`src/rtl/rr_stage_hazard_ctrl.sv`:
```
// rr_stage_hazard_ctrl
//   Sequencing controller for the RR->EX boundary of the 6-stage pipeline.
//   It drives the enables of the PC, IF/ID, ID/RR and RR/EX registers and
//   the front-end flush. It also handles three pipeline events:
//     - load-use hazards against EX, which insert LU_BUBBLES bubbles;
//     - LM/SM instructions, which are split into one micro-op per selected
//       register in ascending address order;
//     - branch redirects from EX, which flush the front end.
//   Optional build macro HAZ_PERF_CNT_EN adds the saturating stall_cnt and
//   flush_cnt performance counters.
// Ports
//   clk, rst                 clock, synchronous active-high reset
//   rr_*                     RR-stage instruction info (valid, operand use/addr, LM/SM mask)
//   ex_*                     EX-stage info (load, RF write, destination, redirect)
//   pc_en..rr_ex_en          pipeline register enables
//   rr_ex_bubble             RR/EX loads a NOP this cycle
//   flush_front              clear IF/ID and ID/RR this cycle
//   lmsm_active/addr/last    current LM/SM micro-op descriptor
//   stall_cnt, flush_cnt     (HAZ_PERF_CNT_EN only) saturating event counters
module rr_stage_hazard_ctrl #(
  parameter int unsigned NUM_REGS   = 8,
  parameter int unsigned ADDR_W     = 3,
  parameter int unsigned LU_BUBBLES = 1
) (
  input  logic                clk,
  input  logic                rst,
  input  logic                rr_valid,
  input  logic                rr_uses_a,
  input  logic                rr_uses_b,
  input  logic [ADDR_W-1:0]   rr_src_a,
  input  logic [ADDR_W-1:0]   rr_src_b,
  input  logic                rr_is_lmsm,
  input  logic [NUM_REGS-1:0] rr_lmsm_mask,
  input  logic                ex_is_load,
  input  logic                ex_wr_en,
  input  logic [ADDR_W-1:0]   ex_dest,
  input  logic                ex_redirect,
  output logic                pc_en,
  output logic                if_id_en,
  output logic                id_rr_en,
  output logic                rr_ex_en,
  output logic                rr_ex_bubble,
  output logic                flush_front,
  output logic                lmsm_active,
  output logic [ADDR_W-1:0]   lmsm_addr,
  output logic                lmsm_last
`ifdef HAZ_PERF_CNT_EN
  ,
  output logic [15:0]         stall_cnt,
  output logic [15:0]         flush_cnt
`endif
);

  typedef enum logic [1:0] {RUN, LU_STALL, LMSM_SEQ} state_e;

  localparam logic [NUM_REGS-1:0] MASK_ONE    = NUM_REGS'(1);
  localparam logic [1:0]          LU_CNT_INIT = 2'(LU_BUBBLES - 1);

  state_e              state_q, state_d;
  logic [NUM_REGS-1:0] rem_q, rem_d;
  logic [1:0]          cnt_q, cnt_d;

  logic                lu_hazard;
  logic                lmsm_req;
  logic                lmsm_nop;
  logic [NUM_REGS-1:0] in_rest, rem_rest;
  logic                in_single, rem_single;

  function automatic logic [ADDR_W-1:0] lowest_idx(input logic [NUM_REGS-1:0] m);
    logic [ADDR_W-1:0] idx;
    idx = '0;
    for (int unsigned i = NUM_REGS; i > 0; i--) begin
      if (m[i-1]) idx = ADDR_W'(i - 1);
    end
    return idx;
  endfunction

  assign lu_hazard = rr_valid & ex_is_load & ex_wr_en &
                     ((rr_uses_a & (rr_src_a == ex_dest)) |
                      (rr_uses_b & (rr_src_b == ex_dest)));
  assign lmsm_req  = rr_valid & rr_is_lmsm & (rr_lmsm_mask != '0);
  assign lmsm_nop  = rr_valid & rr_is_lmsm & (rr_lmsm_mask == '0);

  // m & (m-1) drops the lowest set bit; a zero result means it was the only one.
  assign in_rest    = rr_lmsm_mask & (rr_lmsm_mask - MASK_ONE);
  assign in_single  = (in_rest == '0);
  assign rem_rest   = rem_q & (rem_q - MASK_ONE);
  assign rem_single = (rem_rest == '0);

  // State register
  always_ff @(posedge clk) begin
    if (rst) begin
      state_q <= RUN;
      rem_q   <= '0;
      cnt_q   <= '0;
    end else begin
      state_q <= state_d;
      rem_q   <= rem_d;
      cnt_q   <= cnt_d;
    end
  end

  // Next-state logic
  always_comb begin
    state_d = state_q;
    rem_d   = rem_q;
    cnt_d   = cnt_q;
    if (ex_redirect) begin
      state_d = RUN;
      rem_d   = '0;
      cnt_d   = '0;
    end else begin
      unique case (state_q)
        RUN: begin
          if (lu_hazard) begin
            if (LU_BUBBLES > 1) begin
              state_d = LU_STALL;
              cnt_d   = LU_CNT_INIT;
            end
          end else if (lmsm_req && !in_single) begin
            // The first micro-op is issued straight from the input mask.
            rem_d   = in_rest;
            state_d = LMSM_SEQ;
          end
        end
        LU_STALL: begin
          cnt_d = cnt_q - 2'd1;
          if (cnt_q <= 2'd1) state_d = RUN;
        end
        LMSM_SEQ: begin
          rem_d = rem_rest;
          if (rem_single) state_d = RUN;
        end
        default: begin
          state_d = RUN;
          rem_d   = '0;
          cnt_d   = '0;
        end
      endcase
    end
  end

  // Output logic
  always_comb begin
    pc_en        = 1'b1;
    if_id_en     = 1'b1;
    id_rr_en     = 1'b1;
    rr_ex_en     = 1'b1;
    rr_ex_bubble = 1'b0;
    flush_front  = 1'b0;
    lmsm_active  = 1'b0;
    lmsm_addr    = '0;
    lmsm_last    = 1'b0;
    if (ex_redirect) begin
      flush_front  = 1'b1;
      rr_ex_bubble = 1'b1;
    end else begin
      unique case (state_q)
        RUN: begin
          if (lu_hazard) begin
            pc_en        = 1'b0;
            if_id_en     = 1'b0;
            id_rr_en     = 1'b0;
            rr_ex_bubble = 1'b1;
          end else if (lmsm_req) begin
            lmsm_active = 1'b1;
            lmsm_addr   = lowest_idx(rr_lmsm_mask);
            lmsm_last   = in_single;
            pc_en       = in_single;
            if_id_en    = in_single;
            id_rr_en    = in_single;
          end else if (lmsm_nop) begin
            rr_ex_bubble = 1'b1;
          end
        end
        LU_STALL: begin
          pc_en        = 1'b0;
          if_id_en     = 1'b0;
          id_rr_en     = 1'b0;
          rr_ex_bubble = 1'b1;
        end
        LMSM_SEQ: begin
          lmsm_active = 1'b1;
          lmsm_addr   = lowest_idx(rem_q);
          lmsm_last   = rem_single;
          pc_en       = rem_single;
          if_id_en    = rem_single;
          id_rr_en    = rem_single;
        end
        default: begin
          rr_ex_bubble = 1'b1;
        end
      endcase
    end
  end

`ifdef HAZ_PERF_CNT_EN
  logic [15:0] stall_cnt_q, flush_cnt_q;

  always_ff @(posedge clk) begin
    if (rst) begin
      stall_cnt_q <= '0;
      flush_cnt_q <= '0;
    end else begin
      if (!pc_en && (stall_cnt_q != '1)) stall_cnt_q <= stall_cnt_q + 16'd1;
      if (flush_front && (flush_cnt_q != '1)) flush_cnt_q <= flush_cnt_q + 16'd1;
    end
  end

  assign stall_cnt = stall_cnt_q;
  assign flush_cnt = flush_cnt_q;
`endif

endmodule

```
`config.mk`:
```
export PLATFORM = sky130hd
export DESIGN_NAME = rr_stage_hazard_ctrl
export DESIGN_NICKNAME = d
export VERILOG_FILES = /design/src/rtl/rr_stage_hazard_ctrl.sv
export SDC_FILE = /design/constraint.sdc
export NUM_CORES = 1
export LEC_CHECK = 0
export BUFFER_PORTS_ARGS = -buffer_cell sky130_fd_sc_hd__buf_4
export CAP_MARGIN = 0
export CELL_PAD_IN_SITES_DETAIL_PLACEMENT = 1
export CELL_PAD_IN_SITES_GLOBAL_PLACEMENT = 1
export CORE_AREA = 2 2 55 57
export DETAILED_ROUTE_END_ITERATION = 8
export DIE_AREA = 0 0 57 59
export HOLD_SLACK_MARGIN = 0.03
export PLACE_DENSITY = 0.78
export SYNTH_ARGS = -nofsm -noshare
export SYNTH_HDL_FRONTEND = slang
export SYNTH_SLANG_ARGS = --single-unit
```
`constraint.sdc`:
```
create_clock -name clk -period 4.7 [get_ports clk]
set_input_delay 0.235 -clock clk [delete_from_list [all_inputs] [get_ports clk]]
set_output_delay 0.235 -clock clk [all_outputs]
set_load 0.01 [all_outputs]
```
==> results of run 1 <==
## kinds of logic after synthesis
family | after synthesis | synth area share
AOI/OAI and AO/OA | 42 | 0.339
xor gates and xnor gates | 6 | 0.0546
adders and majority gates | 2 | 0.0208
buffers and inverters | 15 | 0.0832
DFF | 8 | 0.166
muxes | 3 | 0.0312
other | 1 | 0.00390
and+or+nand+nor | 54 | 0.300
## metrics by stage
step	std cells	utilization
after global placement	185	0.441
after CTS	188	0.449
after detailed placement	185	0.441
after floorplan	131	-
after global routing	188	0.449
final	188	0.449
## layout by cell type, fill, tap and decap left out, drive strengths merged
| cell | count |
|---|---|
| conb | 1 |
| maj3 | 2 |
| o31ai | 1 |
| buf | 35 |
| o32ai | 1 |
| o311a | 1 |
| a21o | 2 |
| nor2b | 2 |
| nand3b | 2 |
| a21oi | 7 |
| o311ai | 4 |
| a311oi | 1 |
| or3 | 1 |
| a2111oi | 4 |
| nand2 | 8 |
| nor3 | 7 |
| o21bai | 2 |
| nand4 | 4 |
| inv | 3 |
| and4 | 1 |
| or4 | 5 |
| xnor2 | 6 |
| mux2i | 3 |
| dfxtp | 8 |
| or2 | 1 |
| nand3 | 7 |
| a21boi | 1 |
| nor4bb | 1 |
| nor2 | 11 |
| o211ai | 2 |
| o21ai | 7 |
| a211oi | 2 |
| a31oi | 3 |
| o32a | 1 |
| o21a | 3 |
| clkbuf | 3 |
| nor4 | 4 |
## final cells by class
cell class / instances / share of cell area
inverter: 3 / 0.00925
sequential: 8 / 0.132
tap: 31 / 0.0319
timing repair buffer: 35 / 0.216
clock buffer: 3 / 0.0185
multi-input combinational: 108 / 0.593
## metal layers
| layer | share of wire | vias to the layer above |
|---|---|---|
| li1 | - | 559 |
| met1 | 0.47 | 542 |
| met2 | 0.49 | 30 |
| met3 | 0.039 | 0 |
| met4 | 0 | 0 |
| met5 | 0 | - |
## flip-flops by register name, indices dropped and copies added, names as in the netlist
| name | cells |
|---|---|
| rem_q | 7 |
| state_q | 1 |
## path summary, 6_finish.rpt
kind                         from  endpoint  slack [ns]  depth (start not counted)
setup / recovery  rr_lmsm_mask[3]     pc_en        1.98                          7
hold / removal                rst  rem_q[1]        0.15                          2
setup reg to reg       state_q[1]  rem_q[4]        2.79                          2
hold reg to reg          rem_q[3]  rem_q[3]        0.53                          2
## power by group
group,switching (µW),internal (µW)
clock network,24.7,29.3
registers,3.90,69.5
logic,36.9,34.7
total,65.5,134
## worst reg2reg max path, cell delays in order (launching register included)
cell	delay (ns)
dfxtp_1	0.56
nor4_1	1.00
mux2i_1	0.28
==> qor.yml, run 1 <==
die:
  core.rowCount: 19
  start_util: 0.355
  dieArea_mm2: 0.00336
  core_mm2: 0.00271
  die_h_um: 59
  die_w_um: 57
  io_pins: 37
sta:
  setup_viol: 0
  hold_slack_ns: 0.152
  rsz0062_at_grt: "false"
  max_freq_ghz: 0.367
  period_share: 0.579
  maxSlewViolCount: 0
  setup_slack_ns: 1.98
  hold_violations: 0
  relSlewSlack: 0.294
  skew_ns: 0.00337
  tns_ns: 0
  tightest_slew_ns: 1.05
  period_minus_slack_ns: 2.72
clock_tree:
  cts_root_buf: "clkbuf_4"
  clk_latency_ns: 0.25
  cts_sinks: 8
  post_cts_buffers: 0
  h-tree-depth: 1
  ctsResizeCount: 0
  numCtsBuffers: 3
  cts.reportedPaths.clkPinSlew_ns: 0.06
  cts_hold_buffers: 0
  cts_max_path_buffers: 2
  tritoncts: "built"
grt:
  first_global_vias: 1070
  grt_overflow_total: 0
  grt_use_met3: 0.0175
  grt.total_usage: 0.187
  gr-max-usage-layer: "met2"
  grt_pass1_wl_mm: 5.02
  grt_max_degree: 25
  grt_util_met2: 0.330
  gr-usage-met1: 0.253
  grt_antenna_before_repair: 0
layout:
  antenna_cells: 0
  ff_latch_area_um2: 160
  finalInstanceArea_mm2: 0.00122
  layout.nets: 185
  multi_input_area_um2: 722
  drive_gt1_frac: 0.280
  nFillCells: 352
  area_delta_synth_final_pct: 26.5
critical_path:
  cp_top_family: "compound AO/OA/AOI/OAI gates"
  worst-path-buf-inv: 2
  end_kind: "output port"
  worst_path_max_delay_cell: "or4_1"
  start_kind: "primary input"
  crit_arrival_ns: 2.49
  cp_cell_sequence: "buf_4 > or4_1 > a2111oi_2 > o32a_2 > nor2_1 > o311ai_0 > buf_4"
  max_stage_delay_ns: 0.68
  worstPathRequired_ns: 4.47
  criticalPathCategory: "primary input to output port"
  cp_max_fo: 7
  worst_path_most_repeated_cell: "buf_4"
placed_design:
  io_buffers: 35
  placed_area_mm2: 0.00119
  post-place-ws_ns: 1.96
  dp_hpwl_mm: 2.46
  gp_congestion: 0.805
yosys:
  async_reset_ff_frac: 0
  synth_nets: 157
  yosysWarnings: 0
  synth_edf_count: 0
  syn_avg_cell_area_um2: 7.34
  synth_top_cell_by_area: "dfxtp_1"
  synth_top_cells_by_area: "dfxtp_1, xnor2_1, nor2_1"
  synth_cell_types: 43
  yosysTopAreaCellShare: 0.166
  ys_seq_area_frac: 0.166
  synthFlopType: "dfxtp_1"
  synthTopCellsByCount: "nor2_1, dfxtp_1, nand2_1"
  syn_area_um2: 962
  netlist_instances: 131
  synth.most_common_cell: "nor2_1"
  synth_seq_cells: 8
min_path:
  hold_class: "primary input to register"
power:
  power.total_uw: 199
  ir_drop_mv: 0.0806
  total_leakage_power_uw: 0.000432
  powerDensity_mw_per_mm2: 164
route:
  drc: 0
  vias_per_cell: 6.02
  ant_nets: 0
  wl_mm: 3.08
  drt_iter0_markers: 32
  vias: 1131
  routedWlPerCell_um: 16.4
  firstDrtPassIters: 4
run_status:
  outcome: "completed"
job:
  maxCapViolCount: 0
Note: power is estimated with default switching activity, not from simulation.
==> inputs of run 2 (changes only) <==
--- a/config.mk
+++ b/config.mk
@@ -5,15 +5,16 @@
 export SDC_FILE = /design/constraint.sdc
 export NUM_CORES = 1
 export LEC_CHECK = 0
+export ABC_AREA = 1
 export BUFFER_PORTS_ARGS = -buffer_cell sky130_fd_sc_hd__buf_4
 export CAP_MARGIN = 0
 export CELL_PAD_IN_SITES_DETAIL_PLACEMENT = 1
 export CELL_PAD_IN_SITES_GLOBAL_PLACEMENT = 1
-export CORE_AREA = 2 2 55 57
+export CORE_AREA = 2 2 59 61
 export DETAILED_ROUTE_END_ITERATION = 8
-export DIE_AREA = 0 0 57 59
+export DIE_AREA = 0 0 61 63
 export HOLD_SLACK_MARGIN = 0.03
-export PLACE_DENSITY = 0.78
+export PLACE_DENSITY = 0.73
 export SYNTH_ARGS = -nofsm -noshare
 export SYNTH_HDL_FRONTEND = slang
 export SYNTH_SLANG_ARGS = --single-unit
==> constraint.sdc (replaced) <==
create_clock -name clk -period 2.65 [get_ports clk]
set_input_delay 0.1325 -clock clk [delete_from_list [all_inputs] [get_ports clk]]
set_output_delay 0.1325 -clock clk [all_outputs]
set_load 0.01 [all_outputs]
==> run 2 against run 1 <==
Effect of this change: hold slack got worse by 0.027 ns; critical endpoint is now lmsm_addr[0]; largest power group is now combinational logic; flip-flop and latch count unchanged; critical path type is now register to output port; die area is 14% higher.
==> qor.yml, run 2 <==
layout:
  layout.nets: 239  # was 185
  utilization: 0.394  # was 0.449
  drive_gt1_frac: 0.251  # was 0.280
  top_register: "rem_q"  # unchanged
  reg_top3: "rem_q: 7 flops, state_q: 1 flops"  # unchanged
  nFillCells: 468  # was 352
  largest_reg_flops: 7  # unchanged
  final_cell_mix: "nand2_1, buf_4, nor2_1"  # was buf_4, nor2_1, nand2_1, dfxtp_1
  area_delta_synth_final_pct: 31.6  # was 26.5%
  antenna_cells: 0  # unchanged
  final_common_cell: "nand2_1"  # was buf_4
placed_design:
  gp_congestion: 0.779  # was 0.805
  post-place-ws_ns: 0.916  # was 1.96 ns
  dp_hpwl_mm: 2.55  # was 2.46 mm
  io_buffers: 35  # unchanged
grt:
  grt_pass1_wl_mm: 5.17  # was 5.02 mm
  grt_max_degree: 14  # was 25
  first_global_vias: 1252  # was 1070
  grt_antenna_before_repair: 0  # unchanged
  grt_overflow_total: 0  # unchanged
  grt.total_usage: 0.165  # was 0.187
die:
  die_h_um: 63  # was 59 µm
  die_w_um: 61  # was 57 µm
  dieArea_mm2: 0.00384  # was 0.00336 mm²
  io_pins: 37  # unchanged
  start_util: 0.299  # was 0.355
  core_mm2: 0.00323  # was 0.00271 mm²
  core.rowCount: 21  # was 19
route:
  vias_per_cell: 4.54  # was 6.02
  ant_nets: 0  # unchanged
  drt_iter0_markers: 29  # was 32
  firstDrtPassIters: 3  # was 4
  wl_mm: 2.94  # was 3.08 mm
  drc: 0  # unchanged
  routedWlPerCell_um: 11.4  # was 16.4 µm
  vias: 1166  # was 1131
yosys:
  synth_cell_types: 24  # was 43
  yosysTopAreaCellShare: 0.217  # was 0.166
  syn_avg_cell_area_um2: 5.40  # was 7.34 µm²
  synth_top_cells_by_area: "nand2_1, dfxtp_1, nor2_1"  # was dfxtp_1, xnor2_1, nor2_1
  ys_seq_area_frac: 0.166  # about the same
  yosysWarnings: 0  # unchanged
  async_reset_ff_frac: 0  # unchanged
  synth_edf_count: 0  # unchanged
  synth_top_cell_by_area: "nand2_1"  # was dfxtp_1
  synthFlopType: "dfxtp_1"  # unchanged
  synth_nets: 205  # was 157
  synth.most_common_cell: "nand2_1"  # was nor2_1
  netlist_instances: 179  # was 131
  synth_seq_cells: 8  # unchanged
  syn_area_um2: 967  # was 962 µm²
  synthTopCellsByCount: "nand2_1, nor2_1, inv_1, a21oi_1"  # was nor2_1, dfxtp_1, nand2_1
critical_path:
  rrSetupSlack_ns: 1.15  # was 2.79 ns
  end_kind: "output port"  # unchanged
  worstPathRequired_ns: 2.52  # was 4.47 ns
  worst_path_max_delay_cell: "dfxtp_1"  # was or4_1
  reg2reg_to: "rem_q[1]"  # was rem_q[4]
  cp_top_family: "simple AND/OR/NAND/NOR gates"  # was compound AO/OA/AOI/OAI gates
  worstSetupEndpoint: "lmsm_addr[0]"  # was pc_en
  cp-startpoint: "state_q[1]"  # was rr_lmsm_mask[3]
  worst-path-buf-inv: 2  # unchanged
  crit_arrival_ns: 1.87  # was 2.49 ns
  r2r_cells: 5  # was 2
  start_kind: "register"  # was primary input
  cp_max_fo: 13  # was 7
  reg2reg_from: "state_q[1]"  # unchanged
  criticalPathCategory: "register to output port"  # was primary input to output port
  cp_cell_sequence: "inv_1 > nand2_2 > nand2_1 > nor3_1 > buf_4"  # was buf_4 > or4_1 > a2111oi_2 > o32a_2 > nor2_1 > o311ai_0 > buf_4
  max_stage_delay_ns: 0.56  # was 0.68 ns
  cp.depth: 5  # was 7
sta:
  hold_violations: 0  # unchanged
  setup_viol: 0  # unchanged
  rsz0062_at_grt: "false"  # unchanged
  period_share: 0.756
  maxSlewViolCount: 0  # unchanged
  tns_ns: 0  # unchanged
  max_freq_ghz: 0.499
  period_minus_slack_ns: 2.00
  setup_slack_ns: 0.648  # was 1.98 ns
  skew_ns: 0.00359  # was 0.00337 ns
clock_tree:
  numCtsBuffers: 3  # unchanged
  cts_root_buf: "clkbuf_4"  # unchanged
  ctsResizeCount: 0  # unchanged
  clk_latency_ns: 0.25  # about the same
  cts.reportedPaths.clkPinSlew_ns: 0.05  # was 0.06 ns
  cts_hold_buffers: 0  # unchanged
  h-tree-depth: 1  # unchanged
  cts_max_path_buffers: 2  # unchanged
  tritoncts: "built"  # unchanged
  cts_sinks: 8  # unchanged
  post_cts_buffers: 0  # unchanged
min_path:
  holdPathStages: 4  # was 2
  hold_class: "primary input to register"  # unchanged
job:
  maxCapViolCount: 0  # unchanged
power:
  powerDensity_mw_per_mm2: 284  # was 164 mW/mm²
  ir_drop_mv: 0.234  # was 0.0806 mV
  total_leakage_power_uw: 0.000652  # was 0.000432 µW
  power.total_uw: 361  # was 199 µW
run_status:
  outcome: "completed"  # unchanged
run 2: logic make-up after synthesis:
logic type / after synthesis / synth area share
buffers and inverters: 30 / 0.132
DFF: 8 / 0.166
other: 1 / 0.00388
and+or+nand+nor: 107 / 0.507
AOI/OAI and AO/OA: 33 / 0.191
run 2: per-stage QoR:
step	hold WS (ns)	cell area [µm²]	cells
2_1_floorplan	0.289	967	179
3_3_place_gp	0.387	1250	254
3_5_place_dp	0.390	1250	254
4_1_cts	0.121	1270	257
5_1_grt	0.142	1270	257
6_report	0.125	1270	257
run 2: power by group:
part | leakage, µW | total [µW] | internal [µW] | switching [µW]
sequential | 0.0000648 | 129 | 124 | 5.21
combinational | 0.000574 | 141 | 62.3 | 78.3
clock | 0.0000138 | 91.7 | 51.7 | 39.9
total | 0.000652 | 361 | 238 | 123
run 2: tightest hold or removal path, stage by stage:
cell and delay [ns]:
buf_4 0.08, nor2_1 0.04, nand2_1 0.05, nor2_1 0.03
run 2: worst min path at each step:
stage / to / startpoint / slack (ns)
floorplan: state_q[1] / rst / 0.29
global placement: state_q[1] / rst / 0.39
detailed placement: state_q[1] / rst / 0.39
CTS: state_q[1] / rst / 0.12
global route: state_q[1] / rst / 0.14
finish: state_q[1] / rst / 0.13
run 2: layout make-up:
cell class	instances	area (µm²)	area share
multi-input combinational	141	679	0.534
timing repair buffer	35	263	0.206
sequential	8	160	0.126
inverter	24	90.1	0.0708
tap	46	57.6	0.0452
clock buffer	3	22.5	0.0177
run 2: per-layer routing:
layer,global-route usage,vias up,part of all wire
li1,-,626,-
met1,0.212,525,0.47
met2,0.296,13,0.51
met3,0.00621,2,0.016
met4,0.0326,0,0.0024
met5,0,-,0
